===== src/rtl/alu_cmd_parser.sv =====
// Packet parser between the UART receiver and the ALU: decodes the 4-byte header and routes payload
// to the echo path or packs it into 32-bit operands. Define ALU_PARSER_TIMEOUT_EN for the idle-abort timer.
module alu_cmd_parser #(
  parameter int unsigned TimeoutCycles = 1_200_000
) (
  input  logic        clk_i,
  input  logic        rst_i,
  input  logic [7:0]  rx_data_i,
  input  logic        rx_valid_i,
  output logic        rx_ready_o,
  output logic [7:0]  opcode_o,
  output logic [7:0]  echo_data_o,
  output logic        echo_valid_o,
  input  logic        echo_ready_i,
  output logic [31:0] operand_o,
  output logic        operand_valid_o,
  output logic        operand_last_o,
  input  logic        operand_ready_i,
  output logic        error_o
);

  typedef enum logic [2:0] {
    ST_OPCODE,
    ST_RSVD,
    ST_LEN_LO,
    ST_LEN_HI,
    ST_ECHO_PAY,
    ST_ARITH_PAY,
    ST_DRAIN
  } state_e;

  localparam logic [7:0] OpEcho = 8'hEC;
  localparam logic [7:0] OpAdd  = 8'hA0;
  localparam logic [7:0] OpMul  = 8'hA1;
  localparam logic [7:0] OpDiv  = 8'hA2;

  state_e      state_q, state_d;
  logic [7:0]  opcode_q, opcode_d;
  logic [7:0]  len_lo_q, len_lo_d;
  logic [15:0] pay_cnt_q, pay_cnt_d;
  logic [23:0] acc_q, acc_d;
  logic [1:0]  byte_idx_q, byte_idx_d;
  logic [7:0]  echo_data_q, echo_data_d;
  logic        echo_valid_q, echo_valid_d;
  logic [31:0] operand_q, operand_d;
  logic        operand_valid_q, operand_valid_d;
  logic        operand_last_q, operand_last_d;
  logic        error_q, error_d;

  logic        accept;
  logic        last_byte;
  logic        is_arith;
  logic [15:0] rx_len;

`ifdef ALU_PARSER_TIMEOUT_EN
  logic [31:0] idle_cnt_q, idle_cnt_d;
`else
  logic unused_timeout;
  assign unused_timeout = (TimeoutCycles == 0);
`endif

  // An output register that is draining this cycle counts as free, which keeps full throughput.
  always_comb begin
    rx_ready_o = 1'b1;
    case (state_q)
      ST_ECHO_PAY:  rx_ready_o = !echo_valid_q || echo_ready_i;
      ST_ARITH_PAY: rx_ready_o = !operand_valid_q || operand_ready_i;
      default:      rx_ready_o = 1'b1;
    endcase
  end

  assign accept    = rx_valid_i && rx_ready_o;
  assign rx_len    = {rx_data_i, len_lo_q};
  assign last_byte = (pay_cnt_q == 16'd1);
  assign is_arith  = (opcode_q == OpAdd) || (opcode_q == OpMul) || (opcode_q == OpDiv);

  always_comb begin
    state_d         = state_q;
    opcode_d        = opcode_q;
    len_lo_d        = len_lo_q;
    pay_cnt_d       = pay_cnt_q;
    acc_d           = acc_q;
    byte_idx_d      = byte_idx_q;
    echo_data_d     = echo_data_q;
    echo_valid_d    = echo_valid_q;
    operand_d       = operand_q;
    operand_valid_d = operand_valid_q;
    operand_last_d  = operand_last_q;
    error_d         = 1'b0;
`ifdef ALU_PARSER_TIMEOUT_EN
    idle_cnt_d      = idle_cnt_q;
`endif

    if (echo_valid_q && echo_ready_i) begin
      echo_valid_d = 1'b0;
    end
    if (operand_valid_q && operand_ready_i) begin
      operand_valid_d = 1'b0;
      operand_last_d  = 1'b0;
    end

    case (state_q)
      ST_OPCODE: begin
        if (accept) begin
          opcode_d = rx_data_i;
          state_d  = ST_RSVD;
        end
      end
      ST_RSVD: begin
        if (accept) begin
          state_d = ST_LEN_LO;
        end
      end
      ST_LEN_LO: begin
        if (accept) begin
          len_lo_d = rx_data_i;
          state_d  = ST_LEN_HI;
        end
      end
      ST_LEN_HI: begin
        if (accept) begin
          state_d = ST_OPCODE;
          if (rx_len < 16'd4) begin
            error_d = 1'b1;
          end else if (rx_len == 16'd4) begin
            error_d = is_arith;
          end else begin
            pay_cnt_d  = rx_len - 16'd4;
            acc_d      = '0;
            byte_idx_d = '0;
            if (opcode_q == OpEcho) begin
              state_d = ST_ECHO_PAY;
            end else if (is_arith) begin
              state_d = ST_ARITH_PAY;
            end else begin
              state_d = ST_DRAIN;
            end
          end
        end
      end
      ST_ECHO_PAY: begin
        if (accept) begin
          pay_cnt_d    = pay_cnt_q - 16'd1;
          echo_data_d  = rx_data_i;
          echo_valid_d = 1'b1;
          if (last_byte) begin
            state_d = ST_OPCODE;
          end
        end
      end
      ST_ARITH_PAY: begin
        if (accept) begin
          pay_cnt_d  = pay_cnt_q - 16'd1;
          byte_idx_d = byte_idx_q + 2'd1;
          acc_d      = {rx_data_i, acc_q[23:8]};
          if (byte_idx_q == 2'd3) begin
            // Fewer than 4 bytes left means no further complete word, so this one is last.
            operand_d       = {rx_data_i, acc_q};
            operand_valid_d = 1'b1;
            operand_last_d  = (pay_cnt_q <= 16'd4);
            acc_d           = '0;
          end
          if (last_byte) begin
            error_d    = (byte_idx_q != 2'd3);
            acc_d      = '0;
            byte_idx_d = '0;
            state_d    = ST_OPCODE;
          end
        end
      end
      ST_DRAIN: begin
        if (accept) begin
          pay_cnt_d = pay_cnt_q - 16'd1;
          if (last_byte) begin
            error_d = 1'b1;
            state_d = ST_OPCODE;
          end
        end
      end
      default: begin
        state_d = ST_OPCODE;
      end
    endcase

`ifdef ALU_PARSER_TIMEOUT_EN
    // Abort leaves already-valid output registers alone so they drain normally.
    if (accept) begin
      idle_cnt_d = '0;
    end else if (state_q != ST_OPCODE) begin
      if (idle_cnt_q >= 32'(TimeoutCycles)) begin
        error_d    = 1'b1;
        state_d    = ST_OPCODE;
        acc_d      = '0;
        byte_idx_d = '0;
        pay_cnt_d  = '0;
        idle_cnt_d = '0;
      end else begin
        idle_cnt_d = idle_cnt_q + 32'd1;
      end
    end
`endif
  end

  always_ff @(posedge clk_i) begin
    if (rst_i) begin
      state_q         <= ST_OPCODE;
      opcode_q        <= '0;
      len_lo_q        <= '0;
      pay_cnt_q       <= '0;
      acc_q           <= '0;
      byte_idx_q      <= '0;
      echo_data_q     <= '0;
      echo_valid_q    <= 1'b0;
      operand_q       <= '0;
      operand_valid_q <= 1'b0;
      operand_last_q  <= 1'b0;
      error_q         <= 1'b0;
`ifdef ALU_PARSER_TIMEOUT_EN
      idle_cnt_q      <= '0;
`endif
    end else begin
      state_q         <= state_d;
      opcode_q        <= opcode_d;
      len_lo_q        <= len_lo_d;
      pay_cnt_q       <= pay_cnt_d;
      acc_q           <= acc_d;
      byte_idx_q      <= byte_idx_d;
      echo_data_q     <= echo_data_d;
      echo_valid_q    <= echo_valid_d;
      operand_q       <= operand_d;
      operand_valid_q <= operand_valid_d;
      operand_last_q  <= operand_last_d;
      error_q         <= error_d;
`ifdef ALU_PARSER_TIMEOUT_EN
      idle_cnt_q      <= idle_cnt_d;
`endif
    end
  end

  assign opcode_o        = opcode_q;
  assign echo_data_o     = echo_data_q;
  assign echo_valid_o    = echo_valid_q;
  assign operand_o       = operand_q;
  assign operand_valid_o = operand_valid_q;
  assign operand_last_o  = operand_last_q;
  assign error_o         = error_q;

endmodule


===== config.mk =====
export PLATFORM = sky130hd
export DESIGN_NAME = alu_cmd_parser
export DESIGN_NICKNAME = d
export VERILOG_FILES = /design/src/rtl/alu_cmd_parser.sv
export SDC_FILE = /design/constraint.sdc
export NUM_CORES = 1
export LEC_CHECK = 0
export CAP_MARGIN = 20
export CORE_MARGIN = 4
export CORE_UTILIZATION = 29
export CTS_CLUSTER_DIAMETER = 60
export DETAILED_ROUTE_END_ITERATION = 8
export DONT_BUFFER_PORTS = 1
export SYNTH_ARGS = -nofsm -noshare
export SYNTH_HDL_FRONTEND = slang
export SYNTH_SLANG_ARGS = --single-unit

===== constraint.sdc =====
create_clock -name clk_i -period 2.3 [get_ports clk_i]
set_input_delay 0.23 -clock clk_i [delete_from_list [all_inputs] [get_ports clk_i]]
set_output_delay 0.23 -clock clk_i [all_outputs]
set_load 0.03 [all_outputs]

Word-level counts from Yosys, hierarchy flattened
Cells that the tools add are included.
{ "totals": {"reg_bits": 105, "latchBits": 0, "ramBits": 0, "rom_bits": 0, "inputBits": 13, "out_inout_bits": 53, "memories": 0} }
{ "op_classes": {"n_addsub": 3, "mul": 0, "div": 0, "magnitude_cmp": 2, "eq_ne": 23, "shift": 0, "mux": 49, "n_bitwise": 0, "n_reduce_logical": 20} }
{ "ops": {"columns": ["cell", "n"], "rows": [
  ["$mux 24", 6],
  ["$mux 16", 4],
  ["$pmux 24 s2", 1],
  ["$eq 8x8->1 const B", 4],
  ["$pmux 16 s2", 1],
  ["$mux 3", 8],
  ["$mux 1", 18],
  ["$eq 16x1->1 const B", 1],
  ["$eq 16x3->1 const B", 1],
  ["$le 16x3->1 const B", 1],
  ["$lt 16x3->1 const B", 1],
  ["$ne 2x2->1 const B", 8],
  ["$sub 16x1->16 const B", 1],
  ["$sub 16x3->16 const B", 1],
  ["$pmux 3 s5", 1],
  ["$mux 2", 7],
  ["$reduce_and 5->1", 2],
  ["$eq 3x3->1 const B", 3],
  ["$eq 3x2->1 const B", 2],
  ["$reduce_and 2->1", 3],
  ["$reduce_and 6->1", 1],
  ["$logic_or 1x1->1", 4],
  ["$ne 2x1->1 const B", 2],
  ["$pmux 2 s2", 1],
  ["11 further kinds", 15]
]} }

Depth between registers and ports, before layout
Gate-level depths: netlist of the first run.
{ "depth": {"ltp_word": 9, "ltp_mapped": 9} }

Worst setup path before layout of the first run
Ideal clock, no wire load.
{ "synth_path": {"kind": "register to register", "start": "register echo_valid_q, in the netlist echo_valid_o", "end": "register operand_q[10], in the netlist operand_o[10]", "setup_ns": 0.128, "arrival_ns": 1.958, "setup_slack_ns": 0.214, "path_stages_with_launch": 9, "path_buffers": 2, "cell_sequence": "dfxtp_1 nor3b_1 o21a_1 inv_1 nand4_1 buf_2 buf_2 mux2i_1 nor2_1"} }
{ "synth_between": {"elab_chain_cells": 5} }
{ "synth_lines": {"columns": ["element", "line_no", "rtl"], "rows": [
  ["from (decl)", "44", "logic echo_valid_q, echo_valid_d;"],
  ["from (signal assigned)", "229", "echo_valid_q <= echo_valid_d;"],
  ["$logic_not 1->1", "66", "ST_ECHO_PAY: rx_ready_o = !echo_valid_q || echo_ready_i;"],
  ["$logic_or 1x1->1", "66", null],
  ["$pmux 1 s2", "65", "case (state_q)"],
  ["via rx_ready_o", "10", "output logic rx_ready_o,"],
  ["$logic_and 1x1->1", "72", "assign accept = rx_valid_i && rx_ready_o;"],
  ["$reduce_and 3->1 (no line)", null, null],
  ["to (signal assigned)", "230", "operand_q <= operand_d;"],
  ["to (decl)", "45", "logic [31:0] operand_q, operand_d;"]
]} }
The timed path passes the listed nets, and every way through them passes these cells.
A chain may end at the register's enable or synchronous reset.

Worst setup path in the final report of the first run
{ "layout_path": {"start": "register pay_cnt_q[0]", "end": "register pay_cnt_q[8]"} }
{ "layout_between": {"elab_chain_cells": 3} }
{ "layout_lines": {"columns": ["element", "line_no", "rtl"], "rows": [
  ["from (decl)", "40", "logic [15:0] pay_cnt_q, pay_cnt_d;"],
  ["from (signal assigned)", "225", "pay_cnt_q <= pay_cnt_d;"],
  ["$sub 16x1->16", "143, 153, 173", null],
  ["$mux 16", "142, 152, 172", null],
  ["$pmux 16 s2", "102", "case (state_q)"]
]} }
No other way between the ends. The select of a mux whose other input is x is not followed.

==> run_summary.xml, run 1 <==
<?xml version="1.0" encoding="UTF-8"?>
<metrics>
  <group name="grt">
    <metric name="grt_pass1_wl" unit="um">21900</metric>
    <metric name="gr-usage-all-layers" unit="%">13.8</metric>
    <metric name="grt_start_max_net_pins" unit="">73</metric>
    <metric name="grt_overflow_total" unit="">0</metric>
    <metric name="first_global_vias" unit="">3879</metric>
    <metric name="initial_antenna_violation_count" unit="">0</metric>
  </group>
  <group name="clocking">
    <metric name="numClockSinks" unit="">105</metric>
    <metric name="worst_skew_late_latency" unit="ps">350</metric>
    <metric name="cts_tree" unit="">yes</metric>
    <metric name="htree_num_levels" unit="">3</metric>
    <metric name="cts-resized-gates" unit="">0</metric>
    <metric name="cts_buffer_count" unit="">9</metric>
    <metric name="cts.path.max_buffers" unit="">2</metric>
    <metric name="cts.clk_slew.worst_paths" unit="ps">70</metric>
    <metric name="ctsRootBufferMaster" unit="">sky130_fd_sc_hd__clkbuf_16</metric>
    <metric name="cts_setup_buffers" unit="">0</metric>
  </group>
  <group name="yosys">
    <metric name="netlist_area" unit="um^2">5070</metric>
    <metric name="main_flop_type_after_synthesis" unit="">sky130_fd_sc_hd__dfxtp_1</metric>
    <metric name="ys_seq_area_share" unit="%">41.5</metric>
    <metric name="register_bit_total_from_synthesis" unit="">105</metric>
    <metric name="synth.lib_cells_used.distinct" unit="">56</metric>
    <metric name="syn_inst" unit="">586</metric>
    <metric name="proportion_of_synthesized_flip_flops_having_asynchronous_set_or_reset" unit="%">0</metric>
    <metric name="synth_warnings" unit="">0</metric>
    <metric name="synth_edf_count" unit="">0</metric>
    <metric name="syn-mean-instance-area" unit="um^2">8.65</metric>
    <metric name="synthesis.nets" unit="">605</metric>
  </group>
  <group name="sta">
    <metric name="finalSetupViolCount" unit="">0</metric>
    <metric name="finalHoldViolations" unit="">0</metric>
    <metric name="finalClockSkew" unit="ps">8.67</metric>
    <metric name="fin_setup_tns" unit="ps">0</metric>
    <metric name="min_period" unit="ps">2160</metric>
    <metric name="timing_max_transition_violations_final" unit="">0</metric>
    <metric name="min_period_over_period" unit="%">93.8</metric>
    <metric name="grt_setup_unrepaired" unit="">false</metric>
    <metric name="tightestPinTransition" unit="ps">581</metric>
    <metric name="max_freq" unit="MHz">464</metric>
    <metric name="max_slew_margin" unit="%">60.9</metric>
  </group>
  <group name="finish">
    <metric name="final_cell_area" unit="um^2">5720</metric>
    <metric name="drive_above_1_share" unit="%">9.56</metric>
    <metric name="design.final.nets" unit="">601</metric>
    <metric name="number_of_antenna_diodes" unit="">0</metric>
    <metric name="signed_area_change_from_the_synthesized_netlist_to_the_final_layout" unit="%">12.9</metric>
  </group>
  <group name="setup_path">
    <metric name="worst_setup_path_start_kind" unit="">register</metric>
    <metric name="largest_fanout_on_the_critical_path" unit="">5</metric>
    <metric name="cp_data_arrival_time" unit="ps">2440</metric>
    <metric name="critical_path.endpoint_type" unit="">register</metric>
    <metric name="worstPathRequired" unit="ps">2590</metric>
    <metric name="worstRegToRegCells" unit="">7</metric>
    <metric name="path_class" unit="">reg2reg</metric>
  </group>
  <group name="pwr">
    <metric name="p_leak" unit="nW">2.26</metric>
    <metric name="power_switching" unit="mW">0.899</metric>
    <metric name="seqPwrFrac" unit="%">50.6</metric>
    <metric name="power.share.combinational" unit="%">7.6</metric>
    <metric name="report.power.total" unit="mW">3.72</metric>
    <metric name="ir_worst_vdd" unit="uV">495</metric>
    <metric name="power_per_cell_area" unit="nW/um^2">651</metric>
    <metric name="swShare" unit="%">24.2</metric>
    <metric name="intPower" unit="mW">2.82</metric>
    <metric name="p_clk_share" unit="%">41.8</metric>
  </group>
  <group name="drt">
    <metric name="route.detailed.wl_per_inst" unit="um">16.8</metric>
    <metric name="drt.antenna.violating_nets" unit="">0</metric>
    <metric name="avg_vias_per_cell" unit="">5.16</metric>
    <metric name="detailroute.via_count" unit="">4183</metric>
    <metric name="detail_route.wirelength" unit="um">13600</metric>
    <metric name="detailedRoute.firstPassIterationCount" unit="">8</metric>
    <metric name="drt_first_iter_violations" unit="">319</metric>
    <metric name="drt_drc_violations_left" unit="">0</metric>
  </group>
  <group name="placed_design">
    <metric name="routability_congestion_estimate_from_global_placement" unit="">0.817</metric>
    <metric name="port_buffers" unit="">0</metric>
    <metric name="post-dp-hpwl" unit="um">8540</metric>
    <metric name="placed_area" unit="um^2">5290</metric>
  </group>
  <group name="hold_path">
    <metric name="min-delay-path-class" unit="">in2reg</metric>
    <metric name="hold_depth" unit="">2</metric>
  </group>
  <group name="floorplanning">
    <metric name="die_w" unit="um">140</metric>
    <metric name="fp.dieArea" unit="um^2">19700</metric>
    <metric name="ios" unit="">66</metric>
    <metric name="die_h" unit="um">140</metric>
    <metric name="initial_util" unit="%">29.4</metric>
    <metric name="row_count" unit="">48</metric>
    <metric name="floorplan.core_area" unit="um^2">17200</metric>
  </group>
  <group name="job">
    <metric name="max_cap_viol_count" unit="">0</metric>
  </group>
  <group name="status">
    <metric name="run_status" unit="">completed</metric>
  </group>
</metrics>
## power groups by stage
stage	logic, mW	registers [mW]	clock network [mW]
floorplan	0.225	1.92	0
global placement	0.236	1.92	0
detailed placement	0.238	1.93	0
CTS	0.281	1.88	1.60
global route	0.315	1.89	1.66
finish	0.285	1.88	1.55
## registers in the layout (all words and copies together), names as in the netlist, 2 cells and up
signal	cells
pay_cnt_q	16
opcode_o	8
acc_q	24
state_q	3
operand_o	32
len_lo_q	8
echo_data_o	8
byte_idx_q	2
## per-layer routing
metal | up-vias | track usage, % | share of wire [%]
met3 | 16 | 5.70 | 8.7
li1 | 2054 | - | -
met5 | - | 0 | 0
met4 | 0 | 3.72 | 1.8
met1 | 1976 | 19.9 | 48
met2 | 137 | 18.8 | 42
## cell families after synthesis
logic type | after synthesis | synth area share, %
compound gates | 124 | 15.0
buf+inv | 59 | 5.58
fa+ha+maj | 6 | 1.48
xor+xnor | 10 | 1.73
mux | 41 | 8.10
flops | 105 | 41.5
simple gates | 241 | 26.6
## cells in the final DEF, fill, tap and decap left out, types with 10 or more instances in the layout
cell type	instances
sky130_fd_sc_hd__nor2b_1	10
sky130_fd_sc_hd__nand2b_1	31
sky130_fd_sc_hd__inv_1	10
sky130_fd_sc_hd__buf_4	22
sky130_fd_sc_hd__o21ai_1	24
sky130_fd_sc_hd__mux2i_1	41
sky130_fd_sc_hd__nand2_1	44
sky130_fd_sc_hd__nor2_1	73
sky130_fd_sc_hd__a21oi_1	39
sky130_fd_sc_hd__nand4b_1	25
sky130_fd_sc_hd__dfxtp_1	105
sky130_fd_sc_hd__o21ai_0	23
## critical path, cell delays in order (launching register included)
cell and delay, ps:
sky130_fd_sc_hd__dfxtp_1 350, sky130_fd_sc_hd__inv_1 120, sky130_fd_sc_hd__ha_1 220, sky130_fd_sc_hd__or4b_1 560, sky130_fd_sc_hd__nor2_1 350, sky130_fd_sc_hd__nor2_1 80, sky130_fd_sc_hd__a211o_1 290, sky130_fd_sc_hd__a21oi_1 120
## worst paths after layout
kind / start / endpoint / slack [ps]
worst max-delay path: pay_cnt_q[0]$_SDFFE_PP0P_ / pay_cnt_q[8]$_SDFFE_PP0P_ / 140
worst min-delay path: rx_data_i[0] / opcode_o[0]$_SDFFE_PP0P_ / 9
worst max register to register: pay_cnt_q[0]$_SDFFE_PP0P_ / pay_cnt_q[8]$_SDFFE_PP0P_ / 140
worst min register to register: acc_q[6]$_SDFFE_PP0P_ / acc_q[6]$_SDFFE_PP0P_ / 470
## synthesized netlist by cell type (3+ instances only)
| cell | instances | area (um^2) |
|---|---|---|
| sky130_fd_sc_hd__dfxtp_1 | 105 | 2100 |
| sky130_fd_sc_hd__nor2_1 | 73 | 274 |
| sky130_fd_sc_hd__nand2_1 | 44 | 165 |
| sky130_fd_sc_hd__mux2i_1 | 41 | 410 |
| sky130_fd_sc_hd__a21oi_1 | 40 | 200 |
| sky130_fd_sc_hd__nand2b_1 | 31 | 194 |
| sky130_fd_sc_hd__clkbuf_1 | 29 | 109 |
| sky130_fd_sc_hd__nand4b_1 | 25 | 219 |
| sky130_fd_sc_hd__o21ai_1 | 24 | 120 |
| sky130_fd_sc_hd__o21ai_0 | 23 | 115 |
| sky130_fd_sc_hd__buf_2 | 12 | 60.1 |
| sky130_fd_sc_hd__inv_1 | 10 | 37.5 |
| sky130_fd_sc_hd__nor2b_1 | 10 | 62.6 |
| sky130_fd_sc_hd__nor3_1 | 9 | 45.0 |
| sky130_fd_sc_hd__or3_1 | 7 | 43.8 |
| sky130_fd_sc_hd__a31oi_1 | 6 | 37.5 |
| sky130_fd_sc_hd__ha_1 | 6 | 75.1 |
| sky130_fd_sc_hd__nor4_1 | 6 | 37.5 |
| sky130_fd_sc_hd__buf_6 | 5 | 56.3 |
| sky130_fd_sc_hd__nand3_1 | 5 | 25.0 |
| sky130_fd_sc_hd__xnor2_1 | 5 | 43.8 |
| sky130_fd_sc_hd__xor2_1 | 5 | 43.8 |
| sky130_fd_sc_hd__nand4_1 | 4 | 25.0 |
| sky130_fd_sc_hd__o31ai_1 | 4 | 30.0 |
| sky130_fd_sc_hd__a211o_1 | 3 | 26.3 |
| sky130_fd_sc_hd__a32oi_1 | 3 | 26.3 |
| sky130_fd_sc_hd__and2_1 | 3 | 18.8 |
| sky130_fd_sc_hd__nor3b_1 | 3 | 22.5 |
| sky130_fd_sc_hd__nor4_4 | 3 | 63.8 |
| sky130_fd_sc_hd__o21bai_1 | 3 | 22.5 |
| sky130_fd_sc_hd__or2_2 | 3 | 18.8 |
| sky130_fd_sc_hd__or4_1 | 3 | 22.5 |
## final cells by class
type / instances / area [um^2]
repair buffers: 34 / 318
inverters: 10 / 37.5
clock buffers: 10 / 239
fillers: 1778 / 11500
multi-input cells: 422 / 2690
flip-flops and latches: 105 / 2100
clock inverters: 5 / 56.3
well taps: 225 / 282
## what timing repair did
action,4_1_cts,5_1_grt
hold buffers,9,1
endpoints found under the hold margin,72,1
setup endpoints to repair,0,0
## metrics by stage
| stage | utilization, % | instances | worst slack (ps) | hold WS [ps] |
|---|---|---|---|---|
| global route | 33.2 | 811 | 4.27 | 2.42 |
| global placement | 30.7 | 785 | 94.9 | 322 |
| detailed placement | 30.7 | 785 | 18.1 | 325 |
| floorplan | - | 586 | 214 | 366 |
| finish | 33.2 | 811 | 143 | 9.07 |
| CTS | 33.0 | 809 | 38.5 | 0.631 |
Note: power is estimated with default switching activity, not from simulation.
==> run 2: changes to the inputs <==
--- a/config.mk
+++ b/config.mk
@@ -8,7 +8,6 @@
 export CAP_MARGIN = 20
 export CORE_MARGIN = 4
 export CORE_UTILIZATION = 29
-export CTS_CLUSTER_DIAMETER = 60
 export DETAILED_ROUTE_END_ITERATION = 8
 export DONT_BUFFER_PORTS = 1
 export SYNTH_ARGS = -nofsm -noshare
==> constraint.sdc (replaced) <==
create_clock -name clk_i -period 2.3 [get_ports clk_i]
set_input_delay 0.23 -clock clk_i [delete_from_list [all_inputs] [get_ports clk_i]]
set_output_delay 0.23 -clock clk_i [all_outputs]
set_load 0.1 [all_outputs]
==> run 2 against run 1 <==
Against the previous run:
- clock power fell by 3%
- utilization rose by 2.1 points
- non-clock buffer count grew 45
- via count is 2.5% higher
- worst setup slack better by 16 ps
- largest cell class unchanged
==> run_summary.xml, run 2 (synthesis gave the netlist of run 1 again) <==
<?xml version="1.0" encoding="UTF-8"?>
<metrics>
  <group name="placed_design">
    <metric name="numPlacedInstances" unit="">830</metric>
    <metric name="post-dp-hpwl" unit="um">8680</metric>
    <metric name="pre_cts_ws" unit="ps">24.5</metric>
    <metric name="routability_congestion_estimate_from_global_placement" unit="">0.845</metric>
    <metric name="port_buffers" unit="">0</metric>
  </group>
  <group name="floorplanning">
    <metric name="fp.dieArea" unit="um^2">19700</metric>
    <metric name="ios" unit="">66</metric>
    <metric name="die_h" unit="um">140</metric>
    <metric name="die_w" unit="um">140</metric>
    <metric name="row_count" unit="">48</metric>
    <metric name="initial_util" unit="%">29.4</metric>
    <metric name="floorplan.core_area" unit="um^2">17200</metric>
  </group>
  <group name="sta">
    <metric name="timing_max_transition_violations_final" unit="">0</metric>
    <metric name="finalHoldViolations" unit="">0</metric>
    <metric name="tightestPinTransition" unit="ps">520</metric>
    <metric name="max_slew_margin" unit="%">65.0</metric>
    <metric name="finalClockSkew" unit="ps">7.79</metric>
    <metric name="min_period" unit="ps">2140</metric>
    <metric name="final.setup.worst_slack" unit="ps">160</metric>
    <metric name="min_period_over_period" unit="%">93.1</metric>
    <metric name="grt_setup_unrepaired" unit="">false</metric>
    <metric name="max_freq" unit="MHz">467</metric>
    <metric name="finalSetupViolCount" unit="">0</metric>
  </group>
  <group name="hold_path">
    <metric name="sink_of_the_worst_hold_path" unit="">operand_o[27]$_SDFFE_PP0P_</metric>
    <metric name="hold_depth" unit="">2</metric>
    <metric name="min_from" unit="">rx_data_i[3]</metric>
    <metric name="min-delay-path-class" unit="">in2reg</metric>
  </group>
  <group name="clocking">
    <metric name="numClockSinks" unit="">105</metric>
    <metric name="cts.clk_slew.worst_paths" unit="ps">80</metric>
    <metric name="ctsRootBufferMaster" unit="">sky130_fd_sc_hd__clkbuf_16</metric>
    <metric name="cts.path.max_buffers" unit="">2</metric>
    <metric name="htree_num_levels" unit="">3</metric>
    <metric name="cts_tree" unit="">yes</metric>
    <metric name="worst_skew_late_latency" unit="ps">360</metric>
    <metric name="cts_buffer_count" unit="">9</metric>
  </group>
  <group name="finish">
    <metric name="layout.cells.most_common_list" unit="">sky130_fd_sc_hd__dfxtp_1, sky130_fd_sc_hd__nor2_1, sky130_fd_sc_hd__buf_4</metric>
    <metric name="layout.cells.non_filler" unit="">857</metric>
    <metric name="drive_above_1_share" unit="%">16.8</metric>
    <metric name="signed_area_change_from_the_synthesized_netlist_to_the_final_layout" unit="%">20.0</metric>
    <metric name="final_util" unit="%">35.3</metric>
    <metric name="max_ffs_per_register" unit="">32</metric>
    <metric name="number_of_antenna_diodes" unit="">0</metric>
    <metric name="design.final.nets" unit="">646</metric>
    <metric name="mostFrequentLayoutCell" unit="">sky130_fd_sc_hd__dfxtp_1</metric>
  </group>
  <group name="setup_path">
    <metric name="worstRegToRegCells" unit="">7</metric>
    <metric name="r2r-start" unit="">pay_cnt_q[1]$_SDFFE_PP0P_</metric>
    <metric name="path_delay_family" unit="">simple AND/OR/NAND/NOR gates</metric>
    <metric name="critical-path-slowest-cell" unit="">sky130_fd_sc_hd__or4b_1</metric>
    <metric name="crit_path_cell_trace" unit="">inv_1 &gt; ha_1 &gt; or4b_1 &gt; nor2_1 &gt; nor2_1 &gt; a211o_1 &gt; a21oi_1</metric>
    <metric name="ff_to_ff_end" unit="">pay_cnt_q[8]$_SDFFE_PP0P_</metric>
    <metric name="worstPathRequired" unit="ps">2600</metric>
    <metric name="critPathMostFrequentCell" unit="">sky130_fd_sc_hd__nor2_1</metric>
    <metric name="critical_path.n_buffers_inverters" unit="">1</metric>
    <metric name="timing.critical_path.slowest_cell_delay" unit="ps">560</metric>
    <metric name="critical_path.endpoint_type" unit="">register</metric>
    <metric name="worst_setup_path_start_kind" unit="">register</metric>
    <metric name="largest_fanout_on_the_critical_path" unit="">5</metric>
    <metric name="cp_data_arrival_time" unit="ps">2440</metric>
    <metric name="ff2ff_setup_slack" unit="ps">160</metric>
    <metric name="path_class" unit="">reg2reg</metric>
  </group>
  <group name="pwr">
    <metric name="intPower" unit="mW">2.72</metric>
    <metric name="power_switching" unit="mW">1.02</metric>
    <metric name="p_clk_share" unit="%">40.4</metric>
    <metric name="power_per_cell_area" unit="nW/um^2">615</metric>
    <metric name="ir_worst_vdd" unit="uV">573</metric>
    <metric name="swShare" unit="%">27.2</metric>
    <metric name="p_leak" unit="nW">2.51</metric>
    <metric name="seqPwrFrac" unit="%">49.6</metric>
    <metric name="power.share.combinational" unit="%">10.0</metric>
  </group>
  <group name="drt">
    <metric name="detail_route.wirelength" unit="um">13800</metric>
    <metric name="drt.antenna.violating_nets" unit="">0</metric>
    <metric name="detailroute.via_count" unit="">4288</metric>
    <metric name="route.detailed.wl_per_inst" unit="um">16.1</metric>
    <metric name="detailedRoute.firstPassIterationCount" unit="">5</metric>
    <metric name="drt_first_iter_violations" unit="">351</metric>
    <metric name="avg_vias_per_cell" unit="">5.00</metric>
    <metric name="drt_drc_violations_left" unit="">0</metric>
  </group>
  <group name="grt">
    <metric name="first_global_vias" unit="">4059</metric>
    <metric name="grt_overflow_total" unit="">0</metric>
    <metric name="gr-usage-all-layers" unit="%">14.1</metric>
    <metric name="grt_start_max_net_pins" unit="">76</metric>
    <metric name="initial_antenna_violation_count" unit="">0</metric>
    <metric name="grt_pass1_wl" unit="um">22300</metric>
  </group>
  <group name="status">
    <metric name="run_status" unit="">completed</metric>
  </group>
  <group name="job">
    <metric name="max_cap_viol_count" unit="">0</metric>
  </group>
</metrics>
==> run 2: changes by cell type in the layout (fill, tap and decap cells not counted), sizes merged <==
| cell | previous run | this run |
|---|---|---|
| buf | 25 | 70 |
| inv | 10 | 14 |
| clkinv | 3 | 0 |
| bufinv | 1 | 0 |
| clkinvlp | 1 | 2 |
==> run 2: worst max path at each step <==
stage	end	startpoint	depth (start not counted)
global placement	byte_idx_q[0]$_SDFFE_PP0P_	len_lo_q[3]$_SDFFE_PP0P_	7
global route	pay_cnt_q[8]$_SDFFE_PP0P_	pay_cnt_q[0]$_SDFFE_PP0P_	7
detailed placement	acc_q[3]$_SDFFE_PP0P_	len_lo_q[3]$_SDFFE_PP0P_	7
CTS	acc_q[1]$_SDFFE_PP0P_	len_lo_q[3]$_SDFFE_PP0P_	7
finish	pay_cnt_q[8]$_SDFFE_PP0P_	pay_cnt_q[1]$_SDFFE_PP0P_	7
floorplan	operand_o[10]$_SDFFE_PP0P_	echo_valid_o$_SDFF_PP0_	8
==> run 2: cell type report <==
type                    count  area (um^2)
repair buffers             79          668
inverters                  10         41.3
flip-flops and latches    105         2110
well taps                 225          282
clock buffers              10          229
multi-input cells         422         2690
clock inverters             6         56.3
fillers                  1761        11200
==> run 2: metrics by stage <==
step / setup TNS, ps / total power, mW / hold WS [ps] / instance area, um^2
2_1_floorplan: -1260 / 2.19 / 366 / 5120
5_1_grt: 0 / 3.90 / 14.7 / 6080
6_report: 0 / 3.74 / 18.4 / 6080
4_1_cts: 0 / 3.78 / 9.66 / 6060
3_3_place_gp: 0 / 2.22 / 323 / 5660
3_5_place_dp: 0 / 2.22 / 325 / 5660
==> run 2: metal layers <==
layer  vias to the layer above  track usage [%]  wire length, um
met1                      1999             19.5             6780
li1                       2138                -                -
met2                       129             20.2             5780
met4                         0             5.10              274
met5                         -                0                0
met3                        22             4.88              977
==> run 2: power groups by stage <==
stage          clock network [mW]  registers, mW  logic, mW
3_3_place_gp                    0           1.90      0.324
4_1_cts                      1.56           1.86      0.371
3_5_place_dp                    0           1.90      0.324
6_report                     1.51           1.86      0.373
5_1_grt                      1.64           1.86      0.400
2_1_floorplan                   0           1.97      0.226
==> run 2: what timing repair did <==
action | in CTS | in global routing
resized for setup | 0 | 0
hold buffers | 10 | 0
endpoints found under the hold margin | 75 | 0
setup endpoints to repair | 0 | 1
buffers inserted | 0 | 0
